### src/rtl/pingpong_pkg.sv
// rtl/pingpong_pkg.sv - shared types and default frame geometry for the ping-pong transpose buffer
package pingpong_pkg;

  localparam int DEFAULT_ROWS = 4;
  localparam int DEFAULT_COLS = 3;

  typedef logic bank_sel_t;

  typedef enum logic [2:0] {
    W_IDLE = 3'b001,
    W_ARM  = 3'b010,
    W_RUN  = 3'b100
  } w_state_t;

  typedef enum logic [3:0] {
    R_IDLE  = 4'b0001,
    R_ARM   = 4'b0010,
    R_RUN   = 4'b0100,
    R_DRAIN = 4'b1000
  } r_state_t;

endpackage

### src/rtl/pingpong_ram_ctrl_if.sv
// rtl/pingpong_ram_ctrl_if.sv - one dual-port RAM bank port (write side, read side, 1-cycle read data)
interface pingpong_ram_ctrl_if #(
  parameter int ADDR_W = 4,
  parameter int DATA_W = 16
);
  logic              we;
  logic [ADDR_W-1:0] waddr;
  logic [DATA_W-1:0] wdata;
  logic              re;
  logic [ADDR_W-1:0] raddr;
  logic [DATA_W-1:0] rdata;

  modport master (output we, waddr, wdata, re, raddr, input rdata);
  modport slave  (input we, waddr, wdata, re, raddr, output rdata);
endinterface

### src/rtl/transpose_addr_gen.sv
// rtl/transpose_addr_gen.sv - column-major read address walk (r inner, c outer) kept without a multiplier
module transpose_addr_gen #(
  parameter int ROWS   = 4,
  parameter int COLS   = 3,
  parameter int ADDR_W = 4
) (
  input  logic              clk,
  input  logic              rst,
  input  logic              start,
  input  logic              step,
  output logic [ADDR_W-1:0] raddr,
  output logic              last
);
  localparam int RW = (ROWS > 1) ? $clog2(ROWS) : 1;
  localparam int CW = (COLS > 1) ? $clog2(COLS) : 1;

  logic [RW-1:0] r;
  logic [CW-1:0] c;

  assign last = (r == RW'(ROWS - 1)) && (c == CW'(COLS - 1));

  always_ff @(posedge clk) begin
    if (rst || start) begin
      r     <= '0;
      c     <= '0;
      raddr <= '0;
    end else if (step) begin
      // On row wrap the next column's first element sits at address c+1.
      if (r == RW'(ROWS - 1)) begin
        r     <= '0;
        c     <= c + 1'b1;
        raddr <= ADDR_W'(c) + ADDR_W'(1);
      end else begin
        r     <= r + 1'b1;
        raddr <= raddr + ADDR_W'(COLS);
      end
    end
  end

endmodule

### src/rtl/pingpong_ram_ctrl.sv
// rtl/pingpong_ram_ctrl.sv - row-major writer / column-major reader for a two-bank transpose buffer
// Optional PINGPONG_ERR_EN adds a sticky err[1:0] output.
module pingpong_ram_ctrl
  import pingpong_pkg::*;
#(
  parameter int ROWS   = DEFAULT_ROWS,
  parameter int COLS   = DEFAULT_COLS,
  parameter int DATA_W = 16,
  parameter int ADDR_W = $clog2(ROWS * COLS)
) (
  input  logic              clk,
  input  logic              rst,
  input  logic              wr_command,
  input  bank_sel_t         wr_ram_number,
  input  logic              rd_command,
  input  bank_sel_t         rd_ram_number,
  input  logic [DATA_W-1:0] data_in,
  input  logic              data_in_valid,
  output logic              wr_finish_0,
  output logic              wr_finish_1,
  output logic              rd_finish_0,
  output logic              rd_finish_1,
  pingpong_ram_ctrl_if.master ram0,
  pingpong_ram_ctrl_if.master ram1,
  output logic [DATA_W-1:0] data_out,
`ifdef PINGPONG_ERR_EN
  output logic [1:0]        err,
`endif
  output logic              data_out_valid
);
  localparam int DEPTH = ROWS * COLS;
  localparam logic [ADDR_W-1:0] LAST_ADDR = ADDR_W'(DEPTH - 1);

  w_state_t          w_state, w_state_nx;
  bank_sel_t         wsel, wsel_nx, w_bank;
  logic [ADDR_W-1:0] waddr, waddr_nx, w_addr_eff;
  logic              w_beat, w_last;

  // In W_ARM the bank and address registers are still being loaded, so the
  // beat-0 write uses the incoming bank number and address 0 directly.
  always_comb begin
    w_state_nx = w_state;
    wsel_nx    = wsel;
    waddr_nx   = waddr;
    w_bank     = (w_state == W_ARM) ? wr_ram_number : wsel;
    w_addr_eff = (w_state == W_ARM) ? '0 : waddr;
    w_beat     = (w_state != W_IDLE) && data_in_valid;
    w_last     = w_beat && (w_addr_eff == LAST_ADDR);
    unique case (w_state)
      W_IDLE: if (wr_command) w_state_nx = W_ARM;
      W_ARM: begin
        wsel_nx    = wr_ram_number;
        waddr_nx   = w_beat ? ADDR_W'(1) : '0;
        w_state_nx = W_RUN;
      end
      W_RUN: begin
        if (w_last) w_state_nx = wr_command ? W_ARM : W_IDLE;
        else if (w_beat) waddr_nx = waddr + 1'b1;
      end
      default: w_state_nx = W_IDLE;
    endcase
  end

  always_ff @(posedge clk) begin
    if (rst) begin
      w_state <= W_IDLE;
      wsel    <= 1'b0;
      waddr   <= '0;
    end else begin
      w_state <= w_state_nx;
      wsel    <= wsel_nx;
      waddr   <= waddr_nx;
    end
  end

  assign ram0.we     = w_beat && (w_bank == 1'b0);
  assign ram1.we     = w_beat && (w_bank == 1'b1);
  assign ram0.waddr  = ram0.we ? w_addr_eff : '0;
  assign ram1.waddr  = ram1.we ? w_addr_eff : '0;
  assign ram0.wdata  = ram0.we ? data_in : '0;
  assign ram1.wdata  = ram1.we ? data_in : '0;
  assign wr_finish_0 = w_last && (w_bank == 1'b0);
  assign wr_finish_1 = w_last && (w_bank == 1'b1);

  r_state_t          r_state, r_state_nx;
  bank_sel_t         rsel, rsel_nx, rsel_d;
  logic              rd_pending, rd_pending_nx;
  logic              re, re_d, last_d;
  logic              ag_start, ag_step, ag_last;
  logic [ADDR_W-1:0] ag_raddr;

  transpose_addr_gen #(
    .ROWS   (ROWS),
    .COLS   (COLS),
    .ADDR_W (ADDR_W)
  ) u_addr_gen (
    .clk   (clk),
    .rst   (rst),
    .start (ag_start),
    .step  (ag_step),
    .raddr (ag_raddr),
    .last  (ag_last)
  );

  always_comb begin
    r_state_nx    = r_state;
    rsel_nx       = rsel;
    rd_pending_nx = rd_pending;
    ag_start      = 1'b0;
    ag_step       = 1'b0;
    re            = 1'b0;
    if (rd_command && (r_state != R_IDLE)) rd_pending_nx = 1'b1;
    unique case (r_state)
      R_IDLE: if (rd_command) r_state_nx = R_ARM;
      R_ARM: begin
        rsel_nx    = rd_ram_number;
        ag_start   = 1'b1;
        r_state_nx = R_RUN;
      end
      R_RUN: begin
        re      = 1'b1;
        ag_step = 1'b1;
        if (ag_last) r_state_nx = R_DRAIN;
      end
      R_DRAIN: begin
        // A command landing in the drain cycle itself is honoured too.
        if (rd_pending || rd_command) begin
          r_state_nx    = R_ARM;
          rd_pending_nx = 1'b0;
        end else begin
          r_state_nx = R_IDLE;
        end
      end
      default: r_state_nx = R_IDLE;
    endcase
  end

  always_ff @(posedge clk) begin
    if (rst) begin
      r_state    <= R_IDLE;
      rsel       <= 1'b0;
      rd_pending <= 1'b0;
      rsel_d     <= 1'b0;
      re_d       <= 1'b0;
      last_d     <= 1'b0;
    end else begin
      r_state    <= r_state_nx;
      rsel       <= rsel_nx;
      rd_pending <= rd_pending_nx;
      rsel_d     <= rsel;
      re_d       <= re;
      last_d     <= re && ag_last;
    end
  end

  assign ram0.re        = re && (rsel == 1'b0);
  assign ram1.re        = re && (rsel == 1'b1);
  assign ram0.raddr     = ram0.re ? ag_raddr : '0;
  assign ram1.raddr     = ram1.re ? ag_raddr : '0;
  assign data_out_valid = re_d;
  assign data_out       = re_d ? (rsel_d ? ram1.rdata : ram0.rdata) : '0;
  assign rd_finish_0    = last_d && (rsel_d == 1'b0);
  assign rd_finish_1    = last_d && (rsel_d == 1'b1);

`ifdef PINGPONG_ERR_EN
  always_ff @(posedge clk) begin
    if (rst) begin
      err <= 2'b00;
    end else begin
      if (((w_state == W_RUN) && wr_command && !w_last) ||
          ((w_state == W_IDLE) && data_in_valid))
        err[0] <= 1'b1;
      if (rd_command && rd_pending)
        err[1] <= 1'b1;
    end
  end
`endif

endmodule

### src/flat_wrapper.sv
// flat-port wrapper written by rule: the top's interface ports become plain ports
module pingpong_ram_ctrl_flat import pingpong_pkg::*;
#(
  parameter int ROWS   = DEFAULT_ROWS,
  parameter int COLS   = DEFAULT_COLS,
  parameter int DATA_W = 16,
  parameter int ADDR_W = $clog2(ROWS * COLS)
)
  (clk, rst, wr_command, wr_ram_number, rd_command, rd_ram_number, data_in, data_in_valid, wr_finish_0, wr_finish_1, rd_finish_0, rd_finish_1, data_out, data_out_valid, ram0_we, ram0_waddr, ram0_wdata, ram0_re, ram0_raddr, ram0_rdata, ram1_we, ram1_waddr, ram1_wdata, ram1_re, ram1_raddr, ram1_rdata);
  pingpong_ram_ctrl_if #(.ADDR_W(ADDR_W), .DATA_W(DATA_W)) ram0_i ();
  pingpong_ram_ctrl_if #(.ADDR_W(ADDR_W), .DATA_W(DATA_W)) ram1_i ();
  input  logic clk;
  input  logic rst;
  input  logic wr_command;
  input  bank_sel_t wr_ram_number;
  input  logic rd_command;
  input  bank_sel_t rd_ram_number;
  input  logic [DATA_W-1:0] data_in;
  input  logic data_in_valid;
  output logic wr_finish_0;
  output logic wr_finish_1;
  output logic rd_finish_0;
  output logic rd_finish_1;
  output logic [DATA_W-1:0] data_out;
  output logic data_out_valid;
  output wire logic [$bits(ram0_i.we)-1:0] ram0_we;
  output wire logic [$bits(ram0_i.waddr)-1:0] ram0_waddr;
  output wire logic [$bits(ram0_i.wdata)-1:0] ram0_wdata;
  output wire logic [$bits(ram0_i.re)-1:0] ram0_re;
  output wire logic [$bits(ram0_i.raddr)-1:0] ram0_raddr;
  input wire logic [$bits(ram0_i.rdata)-1:0] ram0_rdata;
  output wire logic [$bits(ram1_i.we)-1:0] ram1_we;
  output wire logic [$bits(ram1_i.waddr)-1:0] ram1_waddr;
  output wire logic [$bits(ram1_i.wdata)-1:0] ram1_wdata;
  output wire logic [$bits(ram1_i.re)-1:0] ram1_re;
  output wire logic [$bits(ram1_i.raddr)-1:0] ram1_raddr;
  input wire logic [$bits(ram1_i.rdata)-1:0] ram1_rdata;
  assign ram0_we = ram0_i.we;
  assign ram0_waddr = ram0_i.waddr;
  assign ram0_wdata = ram0_i.wdata;
  assign ram0_re = ram0_i.re;
  assign ram0_raddr = ram0_i.raddr;
  assign ram0_i.rdata = ram0_rdata;
  assign ram1_we = ram1_i.we;
  assign ram1_waddr = ram1_i.waddr;
  assign ram1_wdata = ram1_i.wdata;
  assign ram1_re = ram1_i.re;
  assign ram1_raddr = ram1_i.raddr;
  assign ram1_i.rdata = ram1_rdata;
  pingpong_ram_ctrl #(.ROWS(ROWS), .COLS(COLS), .DATA_W(DATA_W), .ADDR_W(ADDR_W)) u_core (.clk(clk), .rst(rst), .wr_command(wr_command), .wr_ram_number(wr_ram_number), .rd_command(rd_command), .rd_ram_number(rd_ram_number), .data_in(data_in), .data_in_valid(data_in_valid), .wr_finish_0(wr_finish_0), .wr_finish_1(wr_finish_1), .rd_finish_0(rd_finish_0), .rd_finish_1(rd_finish_1), .ram0(ram0_i), .ram1(ram1_i), .data_out(data_out), .data_out_valid(data_out_valid));
endmodule
### config.mk
export PLATFORM = sky130hd
export DESIGN_NAME = pingpong_ram_ctrl_flat
export DESIGN_NICKNAME = d
export VERILOG_FILES = /design/src/rtl/pingpong_pkg.sv /design/src/rtl/pingpong_ram_ctrl_if.sv /design/src/rtl/transpose_addr_gen.sv /design/src/rtl/pingpong_ram_ctrl.sv /design/src/flat_wrapper.sv
export SDC_FILE = /design/constraint.sdc
export NUM_CORES = 1
export LEC_CHECK = 0
export CAP_MARGIN = 0
export CELL_PAD_IN_SITES_DETAIL_PLACEMENT = 1
export CELL_PAD_IN_SITES_GLOBAL_PLACEMENT = 2
export CORE_MARGIN = 2
export CORE_UTILIZATION = 19
export DETAILED_ROUTE_END_ITERATION = 8
export PLACE_DENSITY = 0.92
export SYNTH_ARGS = -nofsm -noshare
export SYNTH_HDL_FRONTEND = slang
export SYNTH_HIERARCHICAL = 1
export SYNTH_SLANG_ARGS = --single-unit
export TNS_END_PERCENT = 30
### constraint.sdc
create_clock -name clk -period 2.2 [get_ports clk]
set_input_delay 0.33 -clock clk [delete_from_list [all_inputs] [get_ports clk]]
set_output_delay 0.33 -clock clk [all_outputs]
set_load 0.02 [all_outputs]
==> qor.log, run 1 <==
qor: setup_path.worst-r2r-cell-count 6
qor: power_and_ir_drop.ir_worst_vdd 0.2368 mV
qor: floorplan.dieHeight 107.7 um
qor: yosys.yosys_warnings 6
qor: setup_path.path_delay_family simple AND/OR/NAND/NOR gates
qor: final_layout.fin_util 34.15%
qor: yosys.synth_largest_area_cell sky130_fd_sc_hd__dfxtp_1
qor: yosys.post_synth_inst_count 252
qor: setup_path.critical_path_arrival 1.81 ns
qor: route.routed_via_density 4.291
qor: min_path.hold_class reg2reg
qor: clocking.ctsRootBufferMaster sky130_fd_sc_hd__clkbuf_8
qor: grt.pin_count_of_the_biggest_net_entering_global_routing 21
qor: setup_path.critical_path.n_buffers_inverters 2
qor: timing.slew_headroom 75.86%
qor: setup_path.path_max_fanout 9
qor: final_layout.design.final.nets 455
qor: route.num_vias 2274
qor: timing.max_freq 466.3 MHz
qor: route.antenna_violating_nets_post_route 0
qor: grt.gr_usage_total 12.12%
qor: yosys.synth_edf_count 0
qor: placed_design.finalWeightedCongestion 0.7729
qor: timing.finalMaxSlewViolations 0
qor: yosys.ys_seq_area_share 24.51%
qor: yosys.ys_top_cells_by_area sky130_fd_sc_hd__dfxtp_1 25%, sky130_fd_sc_hd__and2_1 13%, sky130_fd_sc_hd__mux2i_1 13%, sky130_fd_sc_hd__nor2b_1 6.1%, sky130_fd_sc_hd__nor2_1 4.0%
qor: yosys.postSynth.asyncResetShare 0%
qor: final_layout.final_layout_size_suffix_gt1_share 23.35%
qor: yosys.average_instance_area_after_synthesis 8.103 um2
qor: floorplan.num_rows 37
qor: yosys.synth.net_count 312
qor: floorplan.initial_core_util 19.69%
qor: route.drt-initial-drc-count 75
qor: timing.whs 0.5203 ns
qor: yosys.synth_cell_types 55
qor: final_layout.filler_cell_count 1270
qor: yosys.synth_top_family_by_area simple AND/OR/NAND/NOR gates
qor: grt.grt_pass1_wl 11.44 mm
qor: clocking.ctsHoldBuffers 0
qor: final_layout.antenna_cells 0
qor: yosys.synth_top_cell_area_share 24.51%
qor: timing.timing.final.crit_share 97.47%
qor: grt.gr-total-overflow 0
qor: route.postRouteWirelength 7.416 mm
qor: clocking.clock_latency 0.27 ns
qor: floorplan.design.die.area 0.01159 mm2
qor: final_layout.sequential_cell_area 506.7 um2
qor: placed_design.port_buf_inserts 127
qor: setup_path.end_kind output pin
qor: setup_path.critPathMaxStageDelay 0.38 ns
qor: timing.hold_viol_final 0
qor: setup_path.critPathLaunchType register
qor: yosys.post_synth_design_cell_area 0.002042 mm2
qor: setup_path.cp.depth 6
qor: grt.number_of_global_route_vias_before_repair 2313
qor: power_and_ir_drop.pwr_density 405.8 mW/mm2
qor: final_layout.area.growth.synth_to_final 73.41%
qor: clocking.tritoncts built
qor: route.detail_route.first_pass.iterations 4
qor: yosys.yosys_register_bits 25
qor: yosys.synth_mux_area_share 14.52%
qor: run_status.run_status completed
qor: setup_path.path_class reg2out
qor: setup_path.crit_path_cell_trace or3b_4 > a21oi_2 > o21a_4 > buf_12 > and2_1 > buf_2
qor: floorplan.die_x 107.7 um
qor: placed_design.preCtsSetupSlack -0.5247 ns
qor: grt.initial_antenna_violation_count 0
qor: clocking.clk_transition_reported_paths 0.09 ns
qor: yosys.synth_compound_area_share 10.85%
qor: yosys.ys.flop_type sky130_fd_sc_hd__dfxtp_1
qor: yosys.yosys.area_share.simple 40.01%
qor: clocking.ctsHtreeMaxLevel 1
qor: timing.layout_setup_ws 0.05561 ns
qor: final_layout.multi_input_comb_area 0.001453 mm2
qor: yosys.xor_and_xnor_area_share_after_synthesis 1.287%
qor: yosys.synth_fa_ha_area_share 3.064%
qor: power_and_ir_drop.leakage_component_of_the_power 1.566 nW
qor: min_path.depth_of_the_worst_hold_timing_path 2
qor: timing.fin_crit 2.144 ns
qor: setup_path.worstPathRequired 1.87 ns
qor: route.wire_per_inst 13.99 um
qor: clocking.cts_buffer_depth 2
qor: floorplan.top_level_ports 128
qor: clocking.cts.sink_count 25
qor: job.cap_violations 0
qor: timing.worst_clock_skew 0.001820 ns
qor: setup_path.critical-path-slowest-cell sky130_fd_sc_hd__dfxtp_4
qor: timing.setup_viols_final 0
qor: timing.worst-slew-pin-transition 0.3530 ns
qor: route.drc_violations_left 0
qor: clocking.cts-buffers-inserted 3
qor: floorplan.core_area 0.01037 mm2
qor: placed_design.dp.final_hpwl 5.958 mm
==> report_power, final <==
group          internal [mW]  total [mW]  switching, mW
combinational          0.340       0.622          0.282
sequential             0.497       0.536         0.0388
clock                  0.127       0.280          0.153
==> placed cells by master, fill, tap and decap left out, types with 3 or more instances in the layout <==
master	netlist	final
sky130_fd_sc_hd__inv_1	5	5
sky130_fd_sc_hd__and2_1	44	44
sky130_fd_sc_hd__dlygate4sd2_1	0	13
sky130_fd_sc_hd__nand2_1	4	4
sky130_fd_sc_hd__buf_6	1	4
sky130_fd_sc_hd__a21oi_1	9	7
sky130_fd_sc_hd__buf_4	2	28
sky130_fd_sc_hd__and3_1	8	8
sky130_fd_sc_hd__nor3b_1	3	3
sky130_fd_sc_hd__dfxtp_1	25	22
sky130_fd_sc_hd__clkbuf_8	0	3
sky130_fd_sc_hd__nor2_1	22	22
sky130_fd_sc_hd__nand2b_1	5	5
sky130_fd_sc_hd__o21ai_0	4	4
sky130_fd_sc_hd__ha_1	5	5
sky130_fd_sc_hd__mux2i_1	27	27
sky130_fd_sc_hd__buf_2	7	33
sky130_fd_sc_hd__nand3b_1	3	3
sky130_fd_sc_hd__nor2b_1	20	20
sky130_fd_sc_hd__or2_2	3	3
sky130_fd_sc_hd__nor3_1	4	4
sky130_fd_sc_hd__clkdlybuf4s50_1	0	72
==> routing by layer <==
layer	GRT usage, %	share of wire, %	up-vias
met1	14.58	42	1087
met3	1.755	2.1	12
li1	-	-	1143
met2	22.42	55	32
met4	3.022	1.6	0
met5	0	0	-
==> tightest hold or removal path: cells and delay by family, from the launching register on <==
family	cells	cell delay, ns
mux	1	0.07
simple gates	1	0.07
flops	1	0.35
==> sequential cells by signal, summed over array words and instances, names as in the netlist <==
register and flops:
u_core/w_state 3, u_core/u_addr_gen/r 2, u_core/data_out_valid 1, u_core/last_d 1
u_core/rsel 1, u_core/rd_pending 1, u_core/r_state 4, u_core/rsel_d 1
u_core/u_addr_gen/raddr 4, u_core/u_addr_gen/c 2, u_core/wsel 1, u_core/waddr 4
==> logic make-up (layout without fill, tap and decap cells) <==
group                    after synthesis  in the layout
flip-flops                            25             25
buffers and inverters                 24            166
XOR/XNOR                               3              3
multiplexers                          29             29
adder cells (fa/ha/maj)                5              5
AO/OA/AOI/OAI                         32             32
AND/OR/NAND/NOR                      134            134
==> final cells by class <==
| cell class | instances | share of cell area, % |
|---|---|---|
| multi-input cells | 203 | 41.02 |
| repair buffers | 156 | 37.84 |
| flip-flops and latches | 25 | 14.31 |
| well taps | 136 | 4.806 |
| clock buffers | 3 | 1.166 |
| inverters | 6 | 0.7067 |
| clock inverters | 1 | 0.1413 |
==> what timing repair did <==
action,4_1_cts,5_1_grt
gates cloned,1,1
gates resized for setup,163,34
buffers inserted,2,0
pin swaps,1,1
hold endpoints to repair,0,0
endpoints found under the setup margin,53,42
==> per-stage QoR <==
step	instances	power [mW]	instance area, um2	setup TNS, ns
after floorplan	252	0.8778	2042	0
after global placement	522	1.132	3591	-16.96
after detailed placement	522	1.164	3591	-18.39
after CTS	529	1.456	3598	0
after global routing	530	1.543	3541	-0.3016
final	530	1.437	3541	0
==> synthesized netlist by cell type, types with 2 or more instances <==
cell type,count
sky130_fd_sc_hd__buf_4,2
sky130_fd_sc_hd__o22ai_1,2
sky130_fd_sc_hd__or3b_1,4
sky130_fd_sc_hd__a21oi_1,9
sky130_fd_sc_hd__nor3_1,4
sky130_fd_sc_hd__nor2_1,22
sky130_fd_sc_hd__nand2_1,4
sky130_fd_sc_hd__and2b_1,2
sky130_fd_sc_hd__clkbuf_1,7
sky130_fd_sc_hd__buf_2,7
sky130_fd_sc_hd__nor3b_1,3
sky130_fd_sc_hd__and3b_1,2
sky130_fd_sc_hd__or2_2,3
sky130_fd_sc_hd__nand3b_1,3
sky130_fd_sc_hd__nand2b_1,5
sky130_fd_sc_hd__nor4b_2,2
sky130_fd_sc_hd__and3_1,8
sky130_fd_sc_hd__xnor2_1,2
sky130_fd_sc_hd__inv_1,5
sky130_fd_sc_hd__dfxtp_1,25
sky130_fd_sc_hd__nor2b_1,20
sky130_fd_sc_hd__mux2i_1,27
sky130_fd_sc_hd__o21ai_0,4
sky130_fd_sc_hd__and2_1,44
sky130_fd_sc_hd__ha_1,5
sky130_fd_sc_hd__o21a_1,2
==> worst paths after layout <==
path | start | end | slack, ns
min reg2reg | u_core/u_addr_gen/r[1] | u_core/u_addr_gen/r[1] | 0.52
min | u_core/u_addr_gen/r[1] | u_core/u_addr_gen/r[1] | 0.52
max reg2reg | u_core/r_state[3] | u_core/u_addr_gen/raddr[3] | 0.34
max | u_core/w_state[1] | ram0_wdata[1] | 0.06
Power figures use the tool's default switching activity.
==> run 2, diff against run 1 <==
--- a/config.mk
+++ b/config.mk
@@ -9,9 +9,11 @@
 export CELL_PAD_IN_SITES_DETAIL_PLACEMENT = 1
 export CELL_PAD_IN_SITES_GLOBAL_PLACEMENT = 2
 export CORE_MARGIN = 2
-export CORE_UTILIZATION = 19
+export CORE_UTILIZATION = 23
 export DETAILED_ROUTE_END_ITERATION = 8
-export PLACE_DENSITY = 0.92
+export DONT_BUFFER_PORTS = 1
+export PLACE_DENSITY = 0.71
+export REMOVE_ABC_BUFFERS = 1
 export SYNTH_ARGS = -nofsm -noshare
 export SYNTH_HDL_FRONTEND = slang
 export SYNTH_HIERARCHICAL = 1
==> qor.log, run 2 (same netlist as run 1, synthesis figures left out) <==
qor: floorplan.dieHeight 98.23 um [-8.8%]
qor: setup_path.rrSetupSlack 0.36 ns [+0.02 ns]
qor: route.routed_via_density 4.790 [+12%]
qor: power_and_ir_drop.leakage_component_of_the_power 0.8662 nW [-45%]
qor: clocking.tritoncts built
qor: grt.gr-total-overflow 0 [unchanged]
qor: route.drc_violations_left 0 [unchanged]
qor: final_layout.final_layout_size_suffix_gt1_share 14.57% [-8.8 points]
qor: grt.number_of_global_route_vias_before_repair 1622 [-30%]
qor: final_layout.antenna_cells 0 [unchanged]
qor: setup_path.critical_path_arrival 1.75 ns [-0.06 ns]
qor: placed_design.port_buf_inserts 0 [-100%]
qor: route.detail_route.first_pass.iterations 4 [unchanged]
qor: floorplan.initial_core_util 23.53% [+3.8 points]
qor: timing.finalMaxSlewViolations 0 [unchanged]
qor: setup_path.path_class reg2out
qor: clocking.cts_buffer_depth 2 [unchanged]
qor: clocking.ctsHtreeMaxLevel 1 [unchanged]
qor: floorplan.num_rows 34 [-8.1%]
qor: clocking.clock_latency 0.27 ns [about the same]
qor: floorplan.core_area 0.008678 mm2 [-16%]
qor: route.num_vias 1734 [-24%]
qor: clocking.postCtsSetupRepairBufs 0 [-2]
qor: setup_path.setup.worst_path.end ram1_waddr[1]
qor: timing.layout_setup_ws 0.1225 ns [+0.06684 ns]
qor: placed_design.preCtsSetupSlack 0.1662 ns [+0.6910 ns]
qor: run_status.run_status completed
qor: floorplan.top_level_ports 128 [unchanged]
qor: timing.unrepaired_setup_endpoints_after_global_routing false
qor: final_layout.reg_top3 u_core/r_state: 4 flops, u_core/u_addr_gen/raddr: 4 flops, u_core/waddr: 4 flops
qor: grt.grt_pass1_wl 8.107 mm [-29%]
qor: timing.max_freq 481.3 MHz [+3.2%]
qor: route.postRouteWirelength 5.162 mm [-30%]
qor: final_layout.final_common_cell sky130_fd_sc_hd__and2_1
qor: power_and_ir_drop.ir_worst_vdd 0.2228 mV [-5.9%]
qor: final_layout.design.final.nets 315 [-31%]
qor: grt.initial_antenna_violation_count 0 [unchanged]
qor: route.drt-initial-drc-count 73 [-2.7%]
qor: setup_path.reg2reg_capture_point u_core/r_state[0]
qor: setup_path.worst-r2r-cell-count 7 [+1]
qor: job.cap_violations 0 [unchanged]
qor: setup_path.end_kind output pin
qor: placed_design.finalWeightedCongestion 0.7357 [-4.8%]
qor: timing.worst-slew-pin-transition 0.5690 ns [+0.2160 ns]
qor: setup_path.worstPathRequired 1.87 ns [about the same]
qor: placed_design.post_detailed_placement_cell_area 0.002205 mm2 [-39%]
qor: setup_path.path_max_fanout 7 [-2]
qor: clocking.cts.sink_count 25 [unchanged]
qor: timing.timing.final.crit_share 94.43% [-3.0 points]
qor: route.wire_per_inst 14.26 um [+1.9%]
qor: timing.slew_headroom 62.02% [-14 points]
qor: min_path.hold_class in2reg
qor: grt.gr_usage_total 9.702% [-2.4 points]
qor: final_layout.layout_common_cells 44 x sky130_fd_sc_hd__and2_1, 27 x sky130_fd_sc_hd__mux2i_1, 23 x sky130_fd_sc_hd__dfxtp_1
qor: clocking.ctsRootBufferMaster sky130_fd_sc_hd__clkbuf_8
qor: setup_path.worstReg2RegStart u_core/u_addr_gen/c[0]
qor: setup_path.critPathLaunchType register
qor: final_layout.area.growth.synth_to_final 11.34%
qor: floorplan.die_x 98.23 um [-8.8%]
qor: final_layout.post-route-cell-area 0.002273 mm2 [-36%]
qor: floorplan.design.die.area 0.009648 mm2 [-17%]
qor: setup_path.worstSetupStartpoint u_core/w_state[2]
qor: power_and_ir_drop.pwr_density 541.5 mW/mm2 [+33%]
qor: timing.setup_viols_final 0 [unchanged]
qor: timing.fin_crit 2.078 ns [-0.06684 ns]
qor: grt.pin_count_of_the_biggest_net_entering_global_routing 21 [unchanged]
qor: placed_design.dp.final_hpwl 3.991 mm [-33%]
qor: route.antenna_violating_nets_post_route 0 [unchanged]
qor: clocking.cts-buffers-inserted 3 [unchanged]
qor: timing.worst_clock_skew 0.008210 ns [+0.006390 ns]
qor: timing.hold_viol_final 0 [unchanged]
qor: clocking.clk_transition_reported_paths 0.10 ns [about the same]
run 2: cell count changes in the layout (fill, tap and decap cells not counted), sizes merged:
cell / previous run / this run
clkdlybuf4s15: 2 / 0
clkinv: 1 / 0
clkdlybuf4s50: 72 / 0
buf: 67 / 16
inv: 6 / 7
dlygate4sd2: 13 / 0
dlymetal6s2s: 1 / 0
clkbuf: 4 / 3
run 2: area by class of cell:
cell class / instances / area, um2
repair buffers: 16 / 120.1
flip-flops and latches: 25 / 503.0
clock buffers: 3 / 41.29
well taps: 108 / 135.1
fillers: 1056 / 6405
inverters: 6 / 25.02
multi-input cells: 203 / 1440
clock inverters: 1 / 8.758
run 2: per-layer routing:
metal	vias up	track usage, %	part of all wire (%)
li1	862	-	-
met1	841	13.03	46
met2	29	16.81	50
met3	2	1.646	3.7
met4	0	1.264	0.37
met5	-	0	0
run 2: how the worst min path moves through the flow:
stage,startpoint,endpoint,cells after the start
global route,rst,u_core/rsel,1
finish,rst,u_core/rsel,1
CTS,rst,u_core/rsel,1
global placement,rst,u_core/rsel,1
floorplan,rst,u_core/waddr[3],1
detailed placement,rst,u_core/rsel,1
run 2: timing repair:
action	CTS	global route
pin swaps	0	1
hold buffers	0	0
endpoints found under the setup margin	20	24
gates resized for setup	1	6
run 2: metrics by stage:
stage          TNS (ns)  hold slack (ns)  power [mW]  instances  utilization [%]
5_1_grt               0          0.08950       1.321        362            26.20
3_3_place_gp          0           0.4062      0.9305        358            25.40
3_5_place_dp          0           0.4088      0.9410        358            25.40
2_1_floorplan    -2.719           0.4016      0.8579        234                -
4_1_cts               0           0.1007       1.250        362            25.99
6_report              0           0.1145       1.231        362            26.20
run 2: critical path: stages (launching register included):
cell,delay [ns]
sky130_fd_sc_hd__dfxtp_1,0.38
sky130_fd_sc_hd__or3b_1,0.48
sky130_fd_sc_hd__buf_4,0.19
sky130_fd_sc_hd__and2_1,0.18
sky130_fd_sc_hd__and2_1,0.24
run 2: report_power, final:
part	switching (mW)	internal (mW)	total [mW]
sequential	0.0669	0.498	0.564
clock	0.165	0.133	0.298
combinational	0.195	0.174	0.369
==> RTL change 1, RTL diff (config.mk and constraints of run 1) <==
Add an input register stage for `rd_ram_number`, without a reset; this delays it by one clock. The other inputs are not delayed to match.
--- a/src/rtl/pingpong_ram_ctrl.sv
+++ b/src/rtl/pingpong_ram_ctrl.sv
@@ -31,4 +31,10 @@
   localparam int DEPTH = ROWS * COLS;
   localparam logic [ADDR_W-1:0] LAST_ADDR = ADDR_W'(DEPTH - 1);
+
+  bank_sel_t rd_ram_number_q;
+
+  always_ff @(posedge clk) begin
+    rd_ram_number_q <= rd_ram_number;
+  end
 
   w_state_t          w_state, w_state_nx;
@@ -114,5 +120,5 @@
       R_IDLE: if (rd_command) r_state_nx = R_ARM;
       R_ARM: begin
-        rsel_nx    = rd_ram_number;
+        rsel_nx    = rd_ram_number_q;
         ag_start   = 1'b1;
         r_state_nx = R_RUN;
Behaviour: not the same (a bounded check fails within 4 cycles, from zero or initial values and one cycle with rst high).
==> RTL change 1 against run 1 <==
- cell area increased by 2.5%
- critical endpoint is now ram1_wdata[1]
- total power decreased by 16%
- final cell count is 2.3% higher
- setup slack lost 0.017 ns
- sequential cell count rose by 1
- synthesized cell count up 7.1%
- synthesized area rose by 2.6%
- clock power is 44% higher
- wire length increased by 4.9%
- global-route usage grew 0.36 points
==> RTL change 1: results (changes against run 1) <==
INFO  metric post_synth_fa_ha_maj_area_fraction = 2.99% (-0.079 points)
INFO  metric global_route_wire_length_before_repair = 12000 um (+5.1%)
INFO  metric route.vias.total = 2482 (+9.1%)
INFO  metric first_global_vias = 2550 (+10%)
INFO  metric worstHoldStart = rd_ram_number
INFO  metric gp_congestion = 0.792 (+2.5%)
INFO  metric synth.yosys.seq_area_share = 24.8% (+0.33 points)
INFO  metric drt-total-wl = 7780 um (+4.9%)
INFO  metric post_cts_resized = 83 (-49%)
INFO  metric r2r_slack = 0.51 ns (+0.17 ns)
INFO  metric number_of_cells_traversed_by_the_worst_hold_path = 1 (-1)
INFO  metric dr_wl_met3 = 1100 um (+610%)
INFO  metric grtUsageTotal = 12.5% (+0.36 points)
INFO  metric min_delay_worst_endpoint = u_core/rd_ram_number_q$_DFF_P_
INFO  metric dpl_worst_slack = -0.360 ns (+0.165 ns)
INFO  metric worst_path_max_delay_cell = sky130_fd_sc_hd__clkdlybuf4s50_1
INFO  metric power.ir.vdd_worst = 0.217 mV (-8.2%)
INFO  metric worst_ep_arrival_time = 1.83 ns (+0.02 ns)
INFO  metric final_layout_size_suffix_gt1_share = 15.4% (-7.9 points)
INFO  metric first_iter_violations = 73 (-2.7%)
INFO  metric area_of_the_multi_input_gates = 1420 sq um (-2.1%)
INFO  metric synthTopCellsByCount = sky130_fd_sc_hd__a21oi_1 (41), sky130_fd_sc_hd__dfxtp_1 (26), sky130_fd_sc_hd__mux2i_1 (22)
INFO  metric grt_use_met3 = 5.02% (+3.3 points)
INFO  metric grt_util_met1 = 12.7% (-1.9 points)
INFO  metric leakagePower = 1.43 nW (-8.8%)
INFO  metric outcome = completed
INFO  metric post_dp_cell_area = 3620 sq um (+0.77%)
INFO  metric average_via_count_per_standard_cell = 4.58 (+6.7%)
INFO  metric maximum_number_of_pins_on_one_net_before_global_route_repair = 19 (-9.5%)
INFO  metric routed-wl-met2 = 3730 um (-8.2%)
INFO  metric crit-reg2reg-launch = u_core/r_state[1]$_SDFFE_PP0P_
INFO  metric synth_compound_area_share = 21.9% (+11 points)
INFO  metric crit_start = wr_ram_number
INFO  metric yosys.cell_types.count = 57 (+3.6%)
INFO  metric power_frac_clock = 33.3% (+14 points)
INFO  metric grt.met2_usage = 23.7% (+1.3 points)
INFO  metric fin_worst_skew = 0.00128 ns (-0.000539 ns)
INFO  metric synthTopCellsByArea = sky130_fd_sc_hd__dfxtp_1 (25%), sky130_fd_sc_hd__mux2i_1 (11%), sky130_fd_sc_hd__a21oi_1 (9.8%)
INFO  metric met1_length = 2920 um (-5.2%)
INFO  metric synth_xor_xnor_area_share = 1.25% (-0.033 points)
INFO  metric place.detailed.instances = 538 (+3.1%)
INFO  metric power.combinational.fraction = 26.1% (-17 points)
INFO  metric final.period_utilization = 98.3% (+0.79 points)
INFO  metric cp_max_fo = 17 (+8)
INFO  metric worst_path_largest_cell_delay = 0.56 ns (+0.18 ns)
INFO  metric n_fill_cell = 1324 (+4.3%)
INFO  metric hpwl = 6340 um (+6.4%)
==> RTL change 1: cell types whose count changed after synthesis, sizes merged, moves of 3 or more <==
| cell | run 1 | this run |
|---|---|---|
| or2 | 4 | 1 |
| mux2i | 27 | 23 |
| nor2 | 22 | 15 |
| a21o | 1 | 4 |
| buf | 10 | 13 |
| nand2 | 4 | 20 |
| a21oi | 9 | 41 |
| o211ai | 1 | 5 |
| inv | 6 | 13 |
| and3 | 8 | 4 |
| and2 | 45 | 10 |
==> RTL change 1: layout make-up <==
| type | instances | area share [%] |
|---|---|---|
| Sequential cell | 26 | 14.4 |
| Clock inverter | 1 | 0.828 |
| Inverter | 13 | 1.41 |
| Multi-Input combinational cell | 208 | 39.2 |
| Clock buffer | 3 | 1.14 |
| Timing Repair Buffer | 151 | 38.2 |
| Tap cell | 140 | 4.83 |
==> RTL change 1: worst max-delay path, delay by kind of cell <==
kind | cells | cell delay (ns)
buffers and inverters | 2 | 0.91
AND/OR/NAND/NOR | 1 | 0.10
AO/OA/AOI/OAI | 2 | 0.48
==> RTL change 2, RTL diff (flow settings as in run 1) <==
Without the edit above. `DATA_W` is set to 16 in 3 places; all go to 12.
--- a/src/rtl/pingpong_ram_ctrl_if.sv
+++ b/src/rtl/pingpong_ram_ctrl_if.sv
@@ -2,5 +2,5 @@
 interface pingpong_ram_ctrl_if #(
   parameter int ADDR_W = 4,
-  parameter int DATA_W = 16
+  parameter int DATA_W = 12
 );
   logic              we;
--- a/src/rtl/pingpong_ram_ctrl.sv
+++ b/src/rtl/pingpong_ram_ctrl.sv
@@ -6,5 +6,5 @@
   parameter int ROWS   = DEFAULT_ROWS,
   parameter int COLS   = DEFAULT_COLS,
-  parameter int DATA_W = 16,
+  parameter int DATA_W = 12,
   parameter int ADDR_W = $clog2(ROWS * COLS)
 ) (
--- a/src/flat_wrapper.sv
+++ b/src/flat_wrapper.sv
@@ -4,5 +4,5 @@
   parameter int ROWS   = DEFAULT_ROWS,
   parameter int COLS   = DEFAULT_COLS,
-  parameter int DATA_W = 16,
+  parameter int DATA_W = 12,
   parameter int ADDR_W = $clog2(ROWS * COLS)
 )
Interface: changed (6 resized); port bits go from 128 to 104. The function was not compared with the original's and may differ.
==> RTL change 2 against run 1 <==
- largest cell class unchanged
- critical endpoint is now ram0_wdata[5]
- setup slack gained 0.032 ns
- wire length decreased by 15%
- non-clock buffer count is 34 lower
- cell area is 13% lower
- critical path type unchanged
- sequential cell count is the same
- synthesized area shrank 10%
Power is not compared: it rests on default switching activity, and its combinational part moved more than twofold at a synthesized area within 25%.
==> RTL change 2: results (changes against run 1) <==
INFO  metric drt_pass1_iterations = 4 (unchanged)
INFO  metric synthTopCellsByCount = sky130_fd_sc_hd__nor2_1 (44), sky130_fd_sc_hd__dfxtp_1 (25), sky130_fd_sc_hd__nand2_1 (20), sky130_fd_sc_hd__nor2b_1 (20), sky130_fd_sc_hd__mux2i_1 (18)
INFO  metric worst_path_largest_cell_delay = approximately 0.37 ns
INFO  metric r2r_slack = 0.52 ns (+0.18 ns)
INFO  metric syn_nets = 291 (-6.7%)
INFO  metric n_fill_cell = 1171 (-7.8%)
INFO  metric clock_path_buffers = 2 (unchanged)
INFO  metric worst_ep_arrival_time = 1.78 ns (-0.03 ns)
INFO  metric yosys.cell_types.count = 50 (-9.1%)
INFO  metric max_clock_freq = 473 MHz (+1.5%)
INFO  metric grtUsageTotal = 11.9% (-0.19 points)
INFO  metric first_iter_violations = 30 (-60%)
INFO  metric layout.nets = 404 (-11%)
INFO  metric synth-async-reset-ratio = 0% (unchanged)
INFO  metric drcViolationCount = 0 (unchanged)
INFO  metric gp_congestion = 0.779 (+0.80%)
INFO  metric relative_slew_slack = 70.1% (-5.8 points)
INFO  metric route.vias.total = 2160 (-5.0%)
INFO  metric maximum_number_of_pins_on_one_net_before_global_route_repair = 19 (-9.5%)
INFO  metric number_of_cells_traversed_by_the_worst_hold_path = 2 (unchanged)
INFO  metric wl_per_cell = 13.0 um (-7.0%)
INFO  metric largest_registers_ranked_by_flip_flop_count = u_core/r_state x4, u_core/u_addr_gen/raddr x4, u_core/waddr x4
INFO  metric first_global_vias = 2221 (-4.0%)
INFO  metric ys_warn_count = 6 (unchanged)
INFO  metric hpwl = 5130 um (-14%)
INFO  metric global_route_wire_length_before_repair = 10000 um (-12%)
INFO  metric antenna_found_initial = 0 (unchanged)
INFO  metric dpl_worst_slack = -0.221 ns (+0.304 ns)
INFO  metric maxCapViolCount = 0 (unchanged)
INFO  metric clkLatencyLatePin = 0.28 ns
INFO  metric portBuffers = 103 (-19%)
INFO  metric cp_max_fo = 13 (+4)
INFO  metric worstHoldStart = u_core/u_addr_gen/r[1]$_SDFFE_PP0P_
INFO  metric worst_path_max_delay_cell = sky130_fd_sc_hd__dfxtp_2
INFO  metric path_clk_slew = around 0.10 ns
INFO  metric final_layout_size_suffix_gt1_share = 13.8% (-9.5 points)
INFO  metric fin_worst_skew = 0.00772 ns (+0.00590 ns)
INFO  metric depth_of_the_worst_register_to_register_path = 5 (-1)
INFO  metric synthFlopType = sky130_fd_sc_hd__dfxtp_1
INFO  metric synthTopCellsByArea = sky130_fd_sc_hd__dfxtp_1 (27%), sky130_fd_sc_hd__mux2i_1 (9.8%), sky130_fd_sc_hd__nor2_1 (9.0%)
INFO  metric synth.yosys.seq_area_share = 27.4% (+2.8 points)
INFO  metric leakagePower = 1.34 nW
INFO  metric crit-reg2reg-launch = u_core/r_state[3]$_SDFFE_PP0P_
INFO  metric outcome = completed
[RTL change 2: cell count changes after synthesis, sizes merged, moves of 4 or more]
cell          run 1  this run
and2             45        13
nor2             22        44
nand2             4        20
mux2i            27        18
inv               6        11
or3b              4         0
[RTL change 2: critical path: cells and delay by family (launching register included)]
| family | cells | cell delay [ns] |
|---|---|---|
| AOI/OAI and AO/OA | 2 | 0.26 |
| and+or+nand+nor | 2 | 0.38 |
| buffers and inverters | 2 | 0.49 |
| DFF | 1 | 0.37 |
[RTL change 2: per-layer routing]
metal | global-route usage (%) | vias to the layer above | part of all wire, %
met5 | 0 | - | 0
met4 | 4.31 | 0 | 1.4
met3 | 4.65 | 4 | 13
met2 | 21.2 | 103 | 45
met1 | 12.9 | 997 | 40
li1 | - | 1056 | -
[RTL change 2: per-stage QoR]
step | TNS, ns | power, W | std cells | instance area, sq um | hold WS [ns]
CTS | -0.960 | 0.00103 | 484 | 3110 | 0.513
finish | 0 | 0.00102 | 484 | 3090 | 0.506
global route | -0.0600 | 0.00107 | 484 | 3090 | 0.560
global placement | -4.62 | 0.000749 | 480 | 3110 | 0.477
detailed placement | -4.70 | 0.000754 | 480 | 3110 | 0.491
floorplan | 0 | 0.000597 | 243 | 1830 | 0.465
[RTL change 2: cell type report]
class / instances / share of cell area, %
Clock buffer: 3 / 1.34
Clock inverter: 1 / 0.162
Tap cell: 129 / 5.23
Sequential cell: 25 / 16.3
Inverter: 11 / 1.42
Timing Repair Buffer: 122 / 35.6
Multi-Input combinational cell: 193 / 40.0
[RTL change 2: where the power goes]
part,total (W),switching (W),internal (W),leakage [nW]
Clock,0.000288,0.000161,0.000127,0.0255
Sequential,0.000474,0.0000111,0.000463,0.203
Combinational,0.000260,0.000118,0.000142,1.11
[RTL change 2: what timing repair did]
action / CTS / global route
buffers inserted: 0 / 0
setup endpoints to repair: 45 / 38
hold buffers: 0 / 0
resized for setup: 42 / 46
[RTL change 2: how the worst max path moves through the flow]
stage / startpoint / to / depth (start not counted)
after floorplan: u_core/w_state[1]$_SDFFE_PP0P_ / ram0_wdata[10] / 6
after global placement: data_in_valid / ram0_waddr[2] / 4
after detailed placement: wr_ram_number / ram1_wdata[11] / 5
after CTS: u_core/r_state[3]$_SDFFE_PP0P_ / ram1_raddr[2] / 4
after global routing: u_core/w_state[1]$_SDFFE_PP0P_ / ram0_wdata[7] / 6
final: u_core/w_state[1]$_SDFFE_PP0P_ / ram0_wdata[5] / 6
[RTL change 2: cells by family after synthesis]
kind of cell,Yosys count,synth area share (%)
flip-flops,25,27.4
AND/OR/NAND/NOR,135,40.1
multiplexers,18,9.85
buffers and inverters,25,6.22
AO/OA/AOI/OAI,32,11.6
adder cells (fa/ha/maj),5,3.42
XOR/XNOR,3,1.44
